File: config.mk
export PLATFORM = sky130hd
export DESIGN_NAME = dff_stream_deser
export DESIGN_NICKNAME = d
export VERILOG_FILES = /design/src/rtl/dff_stream_deser_pkg.sv /design/src/rtl/dff_stream_hold.sv /design/src/rtl/dff_stream_deser.sv
export SDC_FILE = /design/constraint.sdc
export NUM_CORES = 1
export LEC_CHECK = 0
export BUFFER_PORTS_ARGS = -buffer_cell sky130_fd_sc_hd__buf_2
export CAP_MARGIN = 20
export CORE_MARGIN = 2
export CORE_UTILIZATION = 54
export CTS_CLUSTER_SIZE = 12
export DETAILED_ROUTE_END_ITERATION = 6
export PLACE_DENSITY = 0.77
export REMOVE_ABC_BUFFERS = 1
export SLEW_MARGIN = 20
export SYNTH_ARGS = -nofsm -noshare
export SYNTH_HDL_FRONTEND = slang
export SYNTH_SLANG_ARGS = --single-unit
export TNS_END_PERCENT = 1
File: constraint.sdc
create_clock -name clk -period 2 [get_ports clk]
set_input_delay 0.1 -clock clk [delete_from_list [all_inputs] [get_ports clk]]
set_output_delay 0.1 -clock clk [all_outputs]
set_load 0.02 [all_outputs]
File: src/rtl/dff_stream_deser_pkg.sv
// Shared types and helpers for the serial-bit deserializer that sits behind the DFF stage.
package dff_stream_deser_pkg;

   typedef enum logic [1:0] {HUNT, SHIFT, PARITY} deser_state_t;

   localparam logic START_BIT = 1'b1;
   localparam int unsigned PAR_MAX_W = 64;

   // Even parity holds when the data bits and the parity bit XOR to zero.
   function automatic logic even_parity_ok(input logic [PAR_MAX_W-1:0] data, input logic pbit);
      return ((^data) ^ pbit) == 1'b0;
   endfunction

endpackage

File: src/rtl/dff_stream_hold.sv
// Single-entry valid/ready holding register for assembled words.
module dff_stream_hold
   import dff_stream_deser_pkg::*;
#(
   parameter int unsigned DATA_W = 8
) (
   input  logic              clk,
   input  logic              clear_in,
   input  logic              load,
   input  logic [DATA_W-1:0] load_data,
   input  logic              word_ready,
   output logic [DATA_W-1:0] word_out,
   output logic              word_valid,
   output logic              can_load
);

   logic [DATA_W-1:0] word_q;
   logic              valid_q;

   assign word_out   = word_q;
   assign word_valid = valid_q;
   assign can_load   = !valid_q || word_ready;

   // A load on the drain edge keeps valid high with the new word.
   always_ff @(posedge clk) begin
      if (clear_in) begin
         word_q  <= '0;
         valid_q <= 1'b0;
      end else if (load) begin
         word_q  <= load_data;
         valid_q <= 1'b1;
      end else if (word_ready) begin
         valid_q <= 1'b0;
      end
   end

endmodule

File: src/rtl/dff_stream_deser.sv
// Frames the qualified DFF bit stream (start, data MSB-first, optional even parity)
// and hands completed words to a valid/ready holding register.
module dff_stream_deser
   import dff_stream_deser_pkg::*;
#(
   parameter int unsigned DATA_W    = 8,
   parameter bit          PARITY_EN = 1'b1
) (
   input  logic              clk,
   input  logic              clear_in,
   input  logic              sin,
   input  logic              sin_en,
   input  logic              word_ready,
   input  logic              err_clr,
   output logic [DATA_W-1:0] word_out,
   output logic              word_valid,
   output logic              parity_err,
   output logic              overrun,
   output logic              busy
);

   localparam int unsigned CNT_W = (DATA_W > 2) ? $clog2(DATA_W) : 1;
   localparam logic [CNT_W-1:0] LAST_CNT = CNT_W'(DATA_W - 1);

   deser_state_t      state_q;
   logic [CNT_W-1:0]  cnt_q;
   logic [DATA_W-1:0] shreg_q;
   logic              busy_q;
   logic              parity_err_q, parity_err_d;
   logic              overrun_q, overrun_d;

   logic [DATA_W-1:0] shreg_d;
   logic [DATA_W-1:0] load_data;
   logic              data_done, par_bit, par_ok;
   logic              word_done, word_bad, load, can_load;

   always_comb begin
      shreg_d   = {shreg_q[DATA_W-2:0], sin};
      data_done = sin_en && (state_q == SHIFT) && (cnt_q == LAST_CNT);
      par_bit   = PARITY_EN && sin_en && (state_q == PARITY);
      par_ok    = even_parity_ok(PAR_MAX_W'(shreg_q), sin);
      // With parity the word is complete in shreg_q; without it, the last bit is still in flight.
      word_done = PARITY_EN ? (par_bit && par_ok) : data_done;
      load_data = PARITY_EN ? shreg_q : shreg_d;
      word_bad  = par_bit && !par_ok;
      load      = word_done && can_load;
      parity_err_d = word_bad || (parity_err_q && !err_clr);
      overrun_d    = (word_done && !can_load) || (overrun_q && !err_clr);
   end

   always_ff @(posedge clk) begin
      if (clear_in) begin
         state_q      <= HUNT;
         cnt_q        <= '0;
         shreg_q      <= '0;
         busy_q       <= 1'b0;
         parity_err_q <= 1'b0;
         overrun_q    <= 1'b0;
      end else begin
         parity_err_q <= parity_err_d;
         overrun_q    <= overrun_d;
         if (sin_en) begin
            case (state_q)
               HUNT: begin
                  if (sin == START_BIT) begin
                     state_q <= SHIFT;
                     cnt_q   <= '0;
                     busy_q  <= 1'b1;
                  end
               end
               SHIFT: begin
                  shreg_q <= shreg_d;
                  if (cnt_q == LAST_CNT) begin
                     cnt_q <= '0;
                     if (PARITY_EN) begin
                        state_q <= PARITY;
                     end else begin
                        state_q <= HUNT;
                        busy_q  <= 1'b0;
                     end
                  end else begin
                     cnt_q <= cnt_q + 1'b1;
                  end
               end
               PARITY: begin
                  state_q <= HUNT;
                  busy_q  <= 1'b0;
               end
               default: begin
                  state_q <= HUNT;
                  busy_q  <= 1'b0;
               end
            endcase
         end
      end
   end

   assign parity_err = parity_err_q;
   assign overrun    = overrun_q;
   assign busy       = busy_q;

   dff_stream_hold #(.DATA_W(DATA_W)) u_hold (
      .clk        (clk),
      .clear_in   (clear_in),
      .load       (load),
      .load_data  (load_data),
      .word_ready (word_ready),
      .word_out   (word_out),
      .word_valid (word_valid),
      .can_load   (can_load)
   );

endmodule

# == Word level (Yosys, flattened, before mapping) ==
# Cells that the tools add are included.
# totals
mem_bits_ro,0
ff_bits,25
n_memories,0
latchBits,0
mem_bits_rw,0
# classes
magnitude_cmp,0
addsub,1
reduce_logical,21
multipliers,0
muxes,10
div_mod_pow,0
n_shift,0
bitwise_logic,3
n_eq_ne,5
# ops
cell,n
$reduce_xor 64->1,1
$reduce_and 3->1,3
$logic_and 1x1->1,7
$mux 3,2
$pmux 3 s2,1
$mux 2,2
$pmux 2 s2,1
$reduce_bool 2->1,2
$add 3x1->3 const B,1
$eq 3x3->1 const B,1
$logic_not 1->1,3
$logic_or 1x1->1,3
$mux 1,3
$eq 2x1->1 const B,1
$eq 2x2->1 const B,1
$logic_not 2->1,1
$ne 2x1->1 const B,1
$ne 2x2->1 const B,1
$not 1->1,2
$pmux 1 s2,1
$reduce_and 2->1,1
$xor 1x1->1,1

# == Logic depth before layout (Yosys ltp) ==
# Gate-level depths: netlist (run 1).
# depth
ltp_word,6
depth_mapped,6
depth_no_buf,6

# == Modules after synthesis ==
# A second synthesis (run 1) with hierarchy kept.
# unflattened
hier_cells,111
hier_area_um2,1027.2
# modules_own_cells
module,cells_each,n_inst,area_each_um2,seq_area_each_um2
dff_stream_deser,81,1,705.7,320.3
dff_stream_hold,30,1,321.6,180.2

# == Worst setup path before layout (run 1) ==
# Ideal clock, no wire load.
# synth_timing
path_kind,register to register
from,"register shreg_q[1], in the netlist load_data[1]"
to,"register u_hold.word_q[0], in the netlist u_hold.word_out[0]"
n_path_buf,0
t_required_ps,1928
stages_incl_launch_ff,5
t_arrival_ps,1521
period_less_slack_ps,1593
path_slack_ps,407
cell_sequence,dfxtp_1 xor2_1 xnor3_2 mux2i_4 mux2i_1
# synth_between
elab_chain_cells,5
# synth_lines
element,line_no,text
"start, declared",dff_stream_deser.sv:27,logic [DATA_W-1:0] shreg_q;
"start signal, assigned",dff_stream_deser.sv:72,shreg_q <= shreg_d;
$reduce_xor 64->1,dff_stream_deser_pkg.sv:11,return ((^data) ^ pbit) == 1'b0;
$xor 1x1->1,dff_stream_deser_pkg.sv:11,
$not 1->1,dff_stream_deser_pkg.sv:11,
$logic_and 1x1->1,dff_stream_deser.sv:43,word_done = PARITY_EN ? (par_bit && par_ok) : data_done;
$logic_and 1x1->1,dff_stream_deser.sv:46,load = word_done && can_load;
"end signal, assigned",dff_stream_hold.sv:30,word_q <= load_data;
"end, declared",dff_stream_hold.sv:17,logic [DATA_W-1:0] word_q;
# Every way passes these cells.
# A chain may end at the register's enable or synchronous reset.

# == Final worst setup path (run 1) ==
# layout_timing
from,"register shreg_q[1], in the netlist load_data[1]"
to,"register u_hold.word_q[3], in the netlist u_hold.word_out[3]"
# Same word-level chain as after synthesis.

==> results of run 1 <==
-- power breakdown --
| part | internal [mW] | leakage, nW | switching (mW) |
|---|---|---|---|
| Clock | 0.0751 | 0.0177 | 0.156 |
| Combinational | 0.0300 | 0.330 | 0.0343 |
| Sequential | 0.504 | 0.202 | 0.00505 |
| Total | 0.609 | 0.549 | 0.196 |
-- sequential cells by signal, summed over array words and instances, names as in the netlist --
| register | count |
|---|---|
| load_data | 8 |
| overrun | 1 |
| u_hold.word_out | 8 |
| u_hold.word_valid | 1 |
| busy | 1 |
| parity_err | 1 |
| cnt_q | 3 |
| state_q | 2 |
-- Yosys cell counts, drive strengths merged (3+ instances only) --
master,number
nor2,13
inv,3
mux2i,17
clkbuf,3
nand2b,18
xnor2,3
dfxtp,25
nand2,4
a21oi,4
-- final timing paths --
| kind | start | end | slack, ps | depth (start not counted) |
|---|---|---|---|---|
| max | load_data[1] | u_hold.word_out[3] | 230 | 4 |
| max reg2reg | load_data[1] | u_hold.word_out[3] | 230 | 4 |
| min | err_clr | overrun | 30 | 4 |
| min reg2reg | overrun | overrun | 460 | 2 |
-- cell families (layout without fill, tap and decap cells) --
logic type / Yosys count / count (layout) / synth area share [%]
DFF: 25 / 25 / 44.4
muxes: 17 / 17 / 16.2
AOI/OAI and AO/OA: 10 / 10 / 6.11
and+or+nand+nor: 44 / 44 / 21.2
xor gates and xnor gates: 6 / 6 / 7.33
adders and majority gates: 2 / 2 / 2.22
buffers and inverters: 7 / 24 / 2.44
-- per-stage QoR --
step | worst slack (ps) | hold WS [ps] | cells | utilization (%) | cell area [um2]
2_1_floorplan | 407 | 169 | 107 | - | 1110
3_3_place_gp | 307 | 377 | 151 | 62.6 | 1230
3_5_place_dp | 249 | 393 | 151 | 62.6 | 1230
4_1_cts | 227 | 27.4 | 155 | 64.0 | 1260
5_1_grt | 133 | 60.1 | 155 | 64.0 | 1260
6_report | 226 | 32.0 | 155 | 64.0 | 1260
-- layer usage --
layer	wire [um]	track usage (%)
met1	796	17.7
met2	974	32.2
met3	56	3.64
met4	46	9.72
met5	0	0
-- final cells by class --
type,count,area (um2)
inverters,3,11.3
multi-input cells,79,598
flip-flops and latches,25,500
clock buffers,3,22.5
clock inverters,1,5.00
fillers,182,706
repair buffers,17,85.1
well taps,27,33.8
-- tightest hold or removal path: stages --
cell and delay (ps):
buf_2 70, nor2_1 40, nand2_1 60, o31ai_1 50
==> out/qor.csv, run 1 <==
metric,value,unit
cts_resized,0,
critical_path.cell_chain,xor2_1 -> xnor3_2 -> mux2i_4 -> mux2i_1,
share_of_cells_above_drive_strength_1,18.0,%
leakage_power_summed_over_all_cells,0.549,nW
routed_wl,1.87,mm
worst_ir_drop_vdd,451,uV
routedWlPerCell,12.1,um
startpoint_type_of_the_worst_setup_path,flip-flop,
grt_remaining_overflow,0,
postSynth.asyncResetShare,0,%
worst_pin_slew,456,ps
critPathSlowestCell,xnor3_2,
unrepaired_setup_endpoints_after_global_routing,false,
dr.pass1.iters,4,
design.die.area,2470,um2
period_minus_slack,1770,ps
clkLatencyLatePin,330,ps
numClockSinks,25,
total_number_of_nets_in_the_final_design,137,
max_stage_delay,480,ps
cts-root-to-sink-buffers,2,
syn_avg_cell_area,10.1,um2
detailed_place_hpwl,1.36,mm
setup.worst_path.class,reg2reg,
clk_transition_reported_paths,140,ps
worst_path_dominant_cell_family,multiplexers,
max_slew_margin,68.9,%
place_congestion,0.697,
num_rows,16,
tritoncts,yes,
numPortBuffers,17,
number_of_synthesized_flops_with_an_enable_pin,0,
floorplan.initialDensity,57.4,%
layout.cells.most_common_list,"25 x dfxtp_1, 18 x nand2b_1, 17 x buf_2, 16 x mux2i_1, 13 x nor2_1",
ctsRootBufferMaster,clkbuf_4,
class_of_the_most_critical_hold_timing_path,in2reg,
synth_cell_type_count,26,
layout_worst_path_cycle_share,88.7,%
detailroute.via_count,825,
required,2260,ps
io-pin-count,18,
synthesis_stage_register_bit_count,25,
antennaDiodeCount,0,
grt_first_pass_wirelength,3.20,mm
dr.first_iter.drc_count,8,
setup_total_negative_slack,0,ps
layout_commonest_cell,dfxtp_1,
power_per_cell_area,641,nW/um2
synth.largest_area_cell,dfxtp_1,
antenna_left,0,
synth_flop_cell,dfxtp_1,
worst_setup_path_end_kind,flip-flop,
vias_in_the_first_global_route,797,
area_growth_syn_to_layout,11.6,%
drv.max_cap_violation_count,0,
status,completed,
cts.repair_timing.setup_buffer_count,0,
setup_viol,0,
drcViolationCount,0,
critical_path.n_buffers_inverters,0,
mappedNetlistArea,1130,um2
antenna_found_initial,0,
grt_max_degree,34,
dieHeight,49.7,um
netlist.area_leader.share,44.4,%
cts_inserted_buffers,3,
design_power_total,0.805,mW
all_layer_gr_usage,17.3,%
core_area,1960,um2
cts_hold_repair.buffers,0,
routed_via_density,5.32,
worst_ep_arrival_time,2040,ps
syn_inst,111,
achievable-frequency,564,MHz
fin_hold_viols,0,
die_width,49.7,um
cp_max_fo,8,
timing.final.max_slew_violations,0,
htree_levels,1,
cells_taking_the_most_area_after_synthesis,"dfxtp_1 44%, mux2i_1 14%, nand2b_1 10%",
clock_skew,8.78,ps
yosys_warnings,0,
synth.yosys.seq_area_share,44.4,%
Note: power is estimated with default switching activity, not from simulation.
==> run 2, diff against run 1 <==
--- a/config.mk
+++ b/config.mk
@@ -8,10 +8,11 @@
 export BUFFER_PORTS_ARGS = -buffer_cell sky130_fd_sc_hd__buf_2
 export CAP_MARGIN = 20
 export CORE_MARGIN = 2
-export CORE_UTILIZATION = 54
+export CORE_UTILIZATION = 45
 export CTS_CLUSTER_SIZE = 12
 export DETAILED_ROUTE_END_ITERATION = 6
-export PLACE_DENSITY = 0.77
+export GPL_TIMING_DRIVEN = 0
+export PLACE_DENSITY = 0.66
 export REMOVE_ABC_BUFFERS = 1
 export SLEW_MARGIN = 20
 export SYNTH_ARGS = -nofsm -noshare
==> out/qor.csv, run 2 (synthesis gave the netlist of run 1 again) <==
metric,value,unit
cts-root-to-sink-buffers,2,
drcViolationCount,0,
routed_via_density,4.94,
post_layout_nonfiller_instances,158,
num_rows,18,
design_area_final,1260,um2
grt_remaining_overflow,0,
antennaDiodeCount,0,
power_per_cell_area,628,nW/um2
area_growth_syn_to_layout,11.8,%
max_slew_margin,68.5,%
grt_max_degree,34,
worst_ep_arrival_time,2020,ps
drv.max_cap_violation_count,0,
required,2240,ps
clk_transition_reported_paths,130,ps
io-pin-count,18,
worst_ir_drop_vdd,381,uV
timing.final.max_slew_violations,0,
routed_wl,1.82,mm
leakage_power_summed_over_all_cells,0.547,nW
place_congestion,0.660,
dieHeight,54.0,um
ctsRootBufferMaster,clkbuf_4,
antenna_left,0,
design_power_total,0.791,mW
grt_first_pass_wirelength,2.83,mm
unrepaired_setup_endpoints_after_global_routing,false,
total_number_of_nets_in_the_final_design,137,
setup.worst_path.class,reg2reg,
cp_max_fo,8,
worst_pin_slew,472,ps
setup_total_negative_slack,0,ps
htree_levels,1,
cts.repair_timing.setup_buffer_count,0,
layout.core_utilization,51.7,%
floorplan.initialDensity,46.3,%
achievable-frequency,562,MHz
die_width,54.0,um
numPortBuffers,17,
clock_skew,0.918,ps
place_inst,154,
share_of_cells_above_drive_strength_1,17.2,%
multi_input_comb_area,598,um2
cts_resized,0,
area.sequential,500,um2
layout.cells.most_common_list,"25 x dfxtp_1, 18 x nand2b_1, 17 x buf_2, 16 x mux2i_1, 13 x nor2_1",
numClockSinks,25,
placement.setup.worst_slack,224,ps
fill_cells,234,
clkLatencyLatePin,300,ps
class_of_the_most_critical_hold_timing_path,in2reg,
cts_inserted_buffers,3,
design.die.area,2920,um2
antenna_found_initial,0,
period_minus_slack,1780,ps
cts_hold_repair.buffers,0,
all_layer_gr_usage,13.8,%
startpoint_type_of_the_worst_setup_path,flip-flop,
detailroute.via_count,780,
status,completed,
tritoncts,yes,
layout_commonest_cell,dfxtp_1,
core_area,2430,um2
layout_worst_path_cycle_share,88.9,%
worst_setup_path_end_kind,flip-flop,
placed_cell_area,1230,um2
vias_in_the_first_global_route,664,
detailed_place_hpwl,1.30,mm
setup_viol,0,
fin_hold_viols,0,
dr.first_iter.drc_count,6,
final_worst_path_setup_slack,221,ps
final.hold.worst_slack,61.0,ps
routedWlPerCell,11.5,um
dr.pass1.iters,3,
## run 2: cell count changes in the layout (fill, tap and decap cells not counted), sizes merged
cell / change
clkbuf: +1
clkinv: -1
## run 2: critical path: stages (launching register included)
cell and delay [ps]:
dfxtp_1 420, xor2_1 170, xnor3_2 490, mux2i_4 410, mux2i_1 230
## run 2: metal layers
layer	part of all wire, %	global-route usage (%)	wire length (um)	vias to the layer above
met5	0	0	0	-
li1	-	-	-	412
met3	2.6	2.50	47	2
met4	1.5	7.50	27	0
met2	49	24.0	895	9
met1	47	15.8	848	357
## run 2: power breakdown
part	switching, mW	internal (mW)
Clock	0.139	0.0777
Combinational	0.0355	0.0301
Sequential	0.00516	0.504
Total	0.180	0.611
## run 2: worst paths after layout
path                            slack, ps  cells after the start            endpoint    startpoint
worst max-delay path                  220                      4  u_hold.word_out[2]  load_data[1]
worst max register to register        220                      4  u_hold.word_out[2]  load_data[1]
worst min register to register        470                      2             overrun       overrun
worst min-delay path                   60                      4             overrun       err_clr
## run 2: final cells by class
type	instances	share of cell area (%)
flip-flops and latches	25	39.8
clock buffers	4	2.09
multi-input cells	79	47.5
well taps	30	2.98
repair buffers	17	6.76
inverters	3	0.895
==> run 3, diff against run 2 <==
--- a/config.mk
+++ b/config.mk
@@ -7,6 +7,7 @@
 export LEC_CHECK = 0
 export BUFFER_PORTS_ARGS = -buffer_cell sky130_fd_sc_hd__buf_2
 export CAP_MARGIN = 20
+export CORE_ASPECT_RATIO = 1.75
 export CORE_MARGIN = 2
 export CORE_UTILIZATION = 45
 export CTS_CLUSTER_SIZE = 12
==> constraint.sdc (replaced) <==
create_clock -name clk -period 1.85 [get_ports clk]
set_input_delay 0.37 -clock clk [delete_from_list [all_inputs] [get_ports clk]]
set_output_delay 0.37 -clock clk [all_outputs]
set_load 0.02 [all_outputs]
==> out/qor.csv, run 3 (synthesis gave the netlist of run 1 again) <==
metric,value,unit
layout_worst_path_cycle_share,88.8,%
die_width,41.8,um
setup_viol,0,
layout.cells.most_common_list,"25 x dfxtp_1, 18 x nand2b_1, 17 x buf_2, 16 x mux2i_1, 13 x nor2_1",
vias_in_the_first_global_route,738,
ctsRootBufferMaster,clkbuf_8,
tritoncts,yes,
num_rows,24,
design_area_final,1290,um2
leakage_power_summed_over_all_cells,0.563,nW
setup_total_negative_slack,0,ps
numPortBuffers,17,
fin_hold_viols,0,
rr_startpoint,load_data[1],
regToRegSetupSlack,210,ps
grt_max_degree,34,
worst_ep_arrival_time,1840,ps
unrepaired_setup_endpoints_after_global_routing,false,
layout.core_utilization,53.1,%
max_slew_margin,68.7,%
antenna_left,0,
period_minus_slack,1640,ps
grt_first_pass_wirelength,3.19,mm
setup.worst_path.class,reg2reg,
crit-reg2reg-capture,u_hold.word_out[0],
io-pin-count,18,
numClockSinks,25,
area_growth_syn_to_layout,14.8,%
placed_cell_area,1230,um2
clock_skew,1.33,ps
drcViolationCount,0,
floorplan.initialDensity,46.3,%
cts_resized,0,
detailed_place_hpwl,1.36,mm
clkLatencyLatePin,270,ps
worst_ir_drop_vdd,490,uV
grt_remaining_overflow,0,
fill_cells,226,
routed_wl,1.85,mm
drv.max_cap_violation_count,0,
htree_levels,1,
cts_hold_repair.buffers,0,
dr.pass1.iters,4,
design_power_total,0.936,mW
dieHeight,70.2,um
power_per_cell_area,724,nW/um2
cts-root-to-sink-buffers,2,
worst_setup_path_end_kind,flip-flop,
critical_path.endpoint,u_hold.word_out[0],
design.die.area,2930,um2
beginning_of_the_critical_path,load_data[1],
antenna_found_initial,0,
achievable-frequency,609,MHz
total_number_of_nets_in_the_final_design,138,
worst_pin_slew,470,ps
required,2050,ps
place_congestion,0.744,
antennaDiodeCount,0,
cts_inserted_buffers,3,
r2r_cells,5,
core_area,2430,um2
cts.repair_timing.setup_buffer_count,0,
routedWlPerCell,11.9,um
layout_commonest_cell,dfxtp_1,
share_of_cells_above_drive_strength_1,17.8,%
timing.final.max_slew_violations,0,
detailroute.via_count,804,
startpoint_type_of_the_worst_setup_path,flip-flop,
all_layer_gr_usage,14.2,%
dr.first_iter.drc_count,15,
class_of_the_most_critical_hold_timing_path,in2reg,
routed_via_density,5.19,
clk_transition_reported_paths,80,ps
cp_max_fo,8,
status,completed,
## run 3: cell count changes in the layout (fill, tap and decap cells not counted)
cell	before	now
buf_12	0	1
clkbuf_4	3	0
clkbuf_8	0	3
## run 3: power breakdown
group	internal, mW	switching, mW
Clock	0.154	0.163
Sequential	0.544	0.00590
Combinational	0.0324	0.0376
## run 3: metal layers
layer / vias up / GRT usage (%) / part of all wire [%]
li1: 411 / - / -
met1: 378 / 14.3 / 39
met2: 10 / 25.9 / 56
met3: 5 / 2.33 / 1.9
met4: 0 / 8.60 / 2.7
met5: - / 0 / 0
## run 3: worst min path at each step
stage               startpoint  depth (start not counted)  slack, ps        to
floorplan             clear_in                          1        440  cnt_q[0]
global placement       overrun                          2        440   overrun
detailed placement     overrun                          2        450   overrun
CTS                    err_clr                          4        380   overrun
global route            sin_en                          2        420      busy
finish                 err_clr                          4        390   overrun
## run 3: layout make-up
cell class	instances	area, um2	share of cell area, %
well taps	26	32.5	2.52
inverters	3	11.3	0.871
flip-flops and latches	25	500	38.7
multi-input cells	79	598	46.3
repair buffers	18	105	8.13
clock buffers	4	45.0	3.48
## run 3: metrics by stage
stage	setup WS, ps	hold slack, ps	std cells
after floorplan	236	439	107
after global placement	-42.0	437	150
after detailed placement	-60.1	454	150
after CTS	43.8	382	154
after global routing	123	419	155
final	207	390	155
## run 3: worst max-delay path: stages (launching register included)
cell	delay [ps]
dfxtp_1	390
xor2_1	160
xnor3_2	480
mux2i_4	210
buf_12	150
mux2i_1	170
